## config.mk

```make
export PLATFORM = sky130hd
export DESIGN_NAME = regfile_2r1w
export DESIGN_NICKNAME = d
export VERILOG_FILES = /design/src/rtl/regfile_2r1w.sv
export SDC_FILE = /design/constraint.sdc
export NUM_CORES = 1
export LEC_CHECK = 0
export BUFFER_PORTS_ARGS = -buffer_cell sky130_fd_sc_hd__buf_2
export CORE_ASPECT_RATIO = 1.4
export CORE_UTILIZATION = 55
export CTS_CLUSTER_SIZE = 12
export DETAILED_ROUTE_END_ITERATION = 8
export HOLD_SLACK_MARGIN = 0.03
export PLACE_DENSITY = 0.82
export SLEW_MARGIN = 20
export SYNTH_ARGS = -nofsm -noshare
export SYNTH_HDL_FRONTEND = slang
export SYNTH_SLANG_ARGS = --single-unit
```

## constraint.sdc

```tcl
create_clock -name clk -period 6.7 [get_ports clk]
set_input_delay 1.34 -clock clk [delete_from_list [all_inputs] [get_ports clk]]
set_output_delay 1.34 -clock clk [all_outputs]
set_load 0.01 [all_outputs]
```

## src/rtl/regfile_2r1w.sv

```systemverilog
// Parametrised 2-read/1-write register file with registered reads, write-first
// bypass, synchronous bulk clear and an out-of-range access error pulse.
module regfile_2r1w #(
    parameter int unsigned      WIDTH     = 8,
    parameter int unsigned      DEPTH     = 8,
    parameter int unsigned      ADDR_W    = 3,
    parameter logic [WIDTH-1:0] RESET_VAL = '0
) (
    input  logic              clk,
    input  logic              rst,
    input  logic              clr,
    input  logic              we,
    input  logic [ADDR_W-1:0] waddr,
    input  logic [WIDTH-1:0]  wdata,
    input  logic              re0,
    input  logic [ADDR_W-1:0] raddr0,
    output logic [WIDTH-1:0]  rdata0,
    output logic              rvalid0,
    input  logic              re1,
    input  logic [ADDR_W-1:0] raddr1,
    output logic [WIDTH-1:0]  rdata1,
    output logic              rvalid1,
    output logic              err
);

    localparam bit FULL = (DEPTH == (1 << ADDR_W));

    logic [WIDTH-1:0] mem [DEPTH];
    logic             oob_w, oob_r0, oob_r1;
    logic [WIDTH-1:0] rnext0, rnext1;
    logic             err_next;

    // A fully populated address space has no out-of-range addresses at all.
    generate
        if (FULL) begin : g_full
            assign oob_w  = 1'b0;
            assign oob_r0 = 1'b0;
            assign oob_r1 = 1'b0;
        end else begin : g_partial
            localparam logic [ADDR_W:0] LIMIT = (ADDR_W+1)'(DEPTH);
            assign oob_w  = ({1'b0, waddr}  >= LIMIT);
            assign oob_r0 = ({1'b0, raddr0} >= LIMIT);
            assign oob_r1 = ({1'b0, raddr1} >= LIMIT);
        end
    endgenerate

    function automatic logic [WIDTH-1:0] entry(input logic [ADDR_W-1:0] a);
        logic [WIDTH-1:0] v;
        v = '0;
        for (int unsigned i = 0; i < DEPTH; i++) begin
            if (a == ADDR_W'(i)) v = mem[i];
        end
        return v;
    endfunction

    // Priority: clear, out-of-range, write bypass, stored entry.
    always_comb begin
        rnext0   = entry(raddr0);
        rnext1   = entry(raddr1);
        if (we && waddr == raddr0) rnext0 = wdata;
        if (we && waddr == raddr1) rnext1 = wdata;
        if (oob_r0) rnext0 = '0;
        if (oob_r1) rnext1 = '0;
        if (clr) begin
            rnext0 = RESET_VAL;
            rnext1 = RESET_VAL;
        end
        err_next = (we && !clr && oob_w) || (re0 && oob_r0) || (re1 && oob_r1);
    end

    always_ff @(posedge clk or posedge rst) begin
        if (rst) begin
            for (int unsigned i = 0; i < DEPTH; i++) mem[i] <= RESET_VAL;
        end else if (clr) begin
            for (int unsigned i = 0; i < DEPTH; i++) mem[i] <= RESET_VAL;
        end else if (we && !oob_w) begin
            for (int unsigned i = 0; i < DEPTH; i++) begin
                if (waddr == ADDR_W'(i)) mem[i] <= wdata;
            end
        end
    end

    always_ff @(posedge clk or posedge rst) begin
        if (rst) begin
            rdata0  <= '0;
            rdata1  <= '0;
            rvalid0 <= 1'b0;
            rvalid1 <= 1'b0;
            err     <= 1'b0;
        end else begin
            rvalid0 <= re0;
            rvalid1 <= re1;
            err     <= err_next;
            if (re0) rdata0 <= rnext0;
            if (re1) rdata1 <= rnext1;
        end
    end

endmodule

```

### Word level (Yosys, flattened, before mapping)

Index checks and enable logic that the tools add are counted.

* output and inout bits: 19
* input port bits: 23
* word-level logic and storage cells: 87
* bits in registers: 82

* reduce and logical (&&, ||, !) cells: 22
* multiplexer cells: 30
* eq/ne operators: 23

Operators by type and width (count)
* 8-bit two-way mux: 28
* 64-bit two-way mux: 2
* 3-bit equality test, second input constant: 12
* 3-bit by 2-bit equality test with 1-bit output, second input constant: 6
* 2-bit nonzero test: 9
* 2-bit AND reduction: 8
* 3-bit by 1-bit equality test with 1-bit output, second input constant: 3
* 3-bit zero test: 3
* 3-bit equality test: 2
* 1-bit logical AND: 2

### Longest topological paths before layout

* depth after elaboration: 11
* gate-level depth with buffers: 8
* gate-level depth less buffers: 5

### Worst setup path before layout

OpenSTA, ideal clock, no wires.

* path kind: input to register
* from: input port raddr1[1]
* to: register rdata1[3]
* cell stages on the path: 7
* setup slack: 4048 ps
* data arrival time: 2551 ps
* data required time: 6599 ps
* cell sequence: buf_6 > buf_12 > mux2i_1 > mux4_2 > a31oi_1 > a211oi_1 > o32ai_1

* longest elaborated chain between the ends: 11
* elaborated cells between the ends (all ways): 20
* those cells by class: 8 x eq/ne; 10 x mux; 2 x reduce/logical

RTL lines
* start, declared: line 20 `input logic [ADDR_W-1:0] raddr1,`
* 3-bit zero test: line 51 `if (a == ADDR_W'(i)) v = mem[i];`
* 8-bit two-way mux (8 in series): line 51
* 8-bit two-way mux (*): line 61 `if (we && waddr == raddr1) rnext1 = wdata;`
* 8-bit two-way mux (*): line 64 `if (clr) begin`
* end signal, assigned: line 95 `if (re1) rdata1 <= rnext1;`
* end, declared: line 21 `output logic [WIDTH-1:0] rdata1,`

Mark *: on every way between the ends. The rest lies on a longest branch, timed or not.
A chain may end at the register's enable or synchronous reset.

### Worst setup path after layout

* from: input port raddr0[2]
* to: register rdata0[2]

* longest elaborated chain between the ends: 11
* elaborated cells between the ends (all ways): 20
* those cells by class: 8 x eq/ne; 10 x mux; 2 x reduce/logical

RTL lines
* start, declared: line 16 `input logic [ADDR_W-1:0] raddr0,`
* 3-bit zero test: line 51
* 8-bit two-way mux (8 in series): line 51
* 8-bit two-way mux (*): line 60 `if (we && waddr == raddr0) rnext0 = wdata;`
* 8-bit two-way mux (*): line 64
* end signal, assigned: line 94 `if (re0) rdata0 <= rnext0;`
* end, declared: line 17 `output logic [WIDTH-1:0] rdata0,`

Marked as above.

==> impl_metrics.yaml <==
status:
  status: "finished clean"
worst_hold_path:
  hp-class: "register to register"
  hold_start: "rdata1[1]"
  hold_path_end: "rdata1[1]"
  hold_depth: 2
floorplanning:
  fp.dieArea_um2: 9000
  std_cell_rows: 39
  core_um2: 8250
  io_pins: 42
  initial_utilization: 0.575
  die_w_um: 80.5
  die_h_um: 112
critical_path:
  crit_path_end_kind: "register"
  cp.required_ns: 6.89
  worstPathArrival_ns: 3.55
  max_stage_delay_ns: 0.73
  cpLargestDelayFamily: "simple AND/OR/NAND/NOR gates"
  timing.rr.start: "mem[28]"
  criticalPathCategory: "input pin to register"
  crit_chain: "buf_2 -> xnor2_1 -> nand4_1 -> a41oi_1 -> o221ai_1"
  r2r-end: "rdata1[4]"
  critPathSlowestCell: "nand4_1"
  worst-path-stages: 5
  critical_path_buf_inv_count: 1
  cp-start-kind: "input pin"
  r2r_slack_ns: 5.01
  reg2reg_depth: 4
  path_max_fanout: 27
logic_synthesis:
  synth.avg_cell_area_um2: 8.74
  synth_compound_area_frac: 0.190
  synth_edf_count: 0
  yosys-top-cells-area: "dfrtp_1, mux2i_1, nand2_1"
  synth_seq_cells: 82
  synth_top_family_by_area: "compound AO/OA/AOI/OAI gates"
  synth_top_area_cell: "dfrtp_1"
  synthXorXnorAreaFrac: 0.0111
  ys_warn_count: 0
  synth_seq_area_share: 0.433
  synth_area_um2: 4740
  syn_inst: 543
  yosys_most_used_dff: "dfrtp_1"
  synthAdderAreaFrac: 0
  synthSimpleGateAreaFrac: 0.165
  synth_cell_type_count: 42
  synth_top_area_share: 0.433
  synthesis.nets: 566
  synth-async-reset-ratio: 1.00
  synthMuxAreaShare: 0.125
placement:
  dp_hpwl_um: 8970
  numPlacedInstances: 637
  place.gp.congestion: 0.923
  post-place-ws_ns: 3.12
  io_buffers: 40
  placed_area_um2: 4850
timing:
  worst_pin_slew_ns: 1.09
  maxSlewViolCount: 0
  hold_viol: 0
  layout_setup_ws_ns: 3.34
  min_period_ns: 3.36
  setup_viol: 0
  final.period_utilization: 0.502
  relSlewSlack: 0.267
  clock_skew_ns: 0.00675
  max_freq_mhz: 298
  holdWs_ns: 0.533
  rsz0062_at_grt: "false"
  finalSetupTns_ns: 0
grt:
  grt_pass1_wl_um: 22300
  grt_pass1_vias: 4326
  grt_use_total: 0.330
  grt-ovfl-total: 0
  antenna_found_initial: 0
  grt_start_max_net_pins: 83
pwr:
  power.density_nw_per_um2: 230
  power_mw: 1.19
  max-vdd-ir-drop_uv: 171
  leakage_nw: 2.16
cells_and_area:
  n_antenna_cell: 0
  fill_cells: 694
  nNetsFinal: 569
  syn_to_final_growth_pct: 8.97
  final_common_cell: "nand2_1"
  fin_area_um2: 5170
  drive_above_1_share: 0.135
  finalNonFillerCells: 651
  layout_common_cells: "nand2_1, dfrtp_1, a21oi_1, nor2_1"
  post-route-util: 0.627
clock_tree:
  cts_setup_buffers: 0
  cts_tree: "yes"
  path_clk_slew_ns: 0.06
  cts-buffers-inserted: 9
  insertion_delay_ns: 0.34
  cts_hold_buf: 0
  cts_resized: 0
  root_buffer: "clkbuf_16"
  clockBufferDepth: 2
  htree_levels: 3
  clock_sinks: 82
drt:
  wl_um: 13800
  first_iter_violations: 619
  vias: 4349
  route.detailed.drc: 0
  wl_per_cell_um: 21.2
  ant_nets: 0
  firstDrtPassIters: 6
  viasPerCell: 6.68
flow_run:
  maxCapViolations: 0
==> cell type report <==
type / count / area, um^2 / share of cell area
inverter: 33 / 125 / 0.0242
clock buffer: 11 / 243 / 0.0470
multi-input combinational: 378 / 2340 / 0.452
clock inverter: 3 / 65.1 / 0.0126
tap: 102 / 128 / 0.0247
sequential: 82 / 2050 / 0.397
timing repair buffer: 42 / 219 / 0.0424
==> per-layer routing <==
metal / global-route usage / vias to the layer above / wire, um
met5: 0 / - / 0
met4: 0.221 / 0 / 883
met3: 0.0656 / 87 / 1430
met2: 0.502 / 312 / 6460
met1: 0.420 / 2066 / 5030
li1: - / 1884 / -
==> synth_stat cells, drive strengths merged (6+ instances only) <==
| cell | instances |
|---|---|
| nand2 | 103 |
| dfrtp | 82 |
| a21oi | 56 |
| nor2 | 45 |
| mux2i | 40 |
| inv | 33 |
| clkbuf | 30 |
| buf | 20 |
| o21ai | 20 |
| o221ai | 16 |
| nand2b | 13 |
| a41oi | 8 |
| a2bb2oi | 7 |
| mux4 | 7 |
| o32ai | 7 |
| a211oi | 6 |
| o2111ai | 6 |
| xnor2 | 6 |
==> state kept, by name, indices dropped and copies added (netlist names) <==
signal,flops
rvalid1,1
rvalid0,1
rdata1,8
rdata0,8
mem,64
==> worst register-to-register path: stages, from the launching register on <==
cell and delay (ns):
dfrtp_1 0.41, mux4_2 0.47, nor2b_1 0.16, a211oi_1 0.36, o32ai_1 0.16
==> logic make-up (layout without fill, tap and decap cells) <==
group,Yosys count,after routing
other,1,1
AO/OA/AOI/OAI,138,138
multiplexers,50,50
AND/OR/NAND/NOR,183,183
XOR/XNOR,6,6
buffers and inverters,83,89
flip-flops,82,82
==> worst max-delay path by stage <==
stage / to / start
after floorplan: mem[0] / rst
after global placement: rdata0[7] / raddr0[2]
after detailed placement: rdata0[4] / raddr0[2]
after CTS: rdata0[5] / raddr0[2]
after global routing: rdata0[4] / raddr0[2]
final: rdata0[2] / raddr0[2]
==> where the power goes <==
| group | switching [mW] | internal (mW) |
|---|---|---|
| clock | 0.189 | 0.332 |
| combinational | 0.0995 | 0.0459 |
| sequential | 0.0110 | 0.510 |
Note: power is estimated with default switching activity, not from simulation.
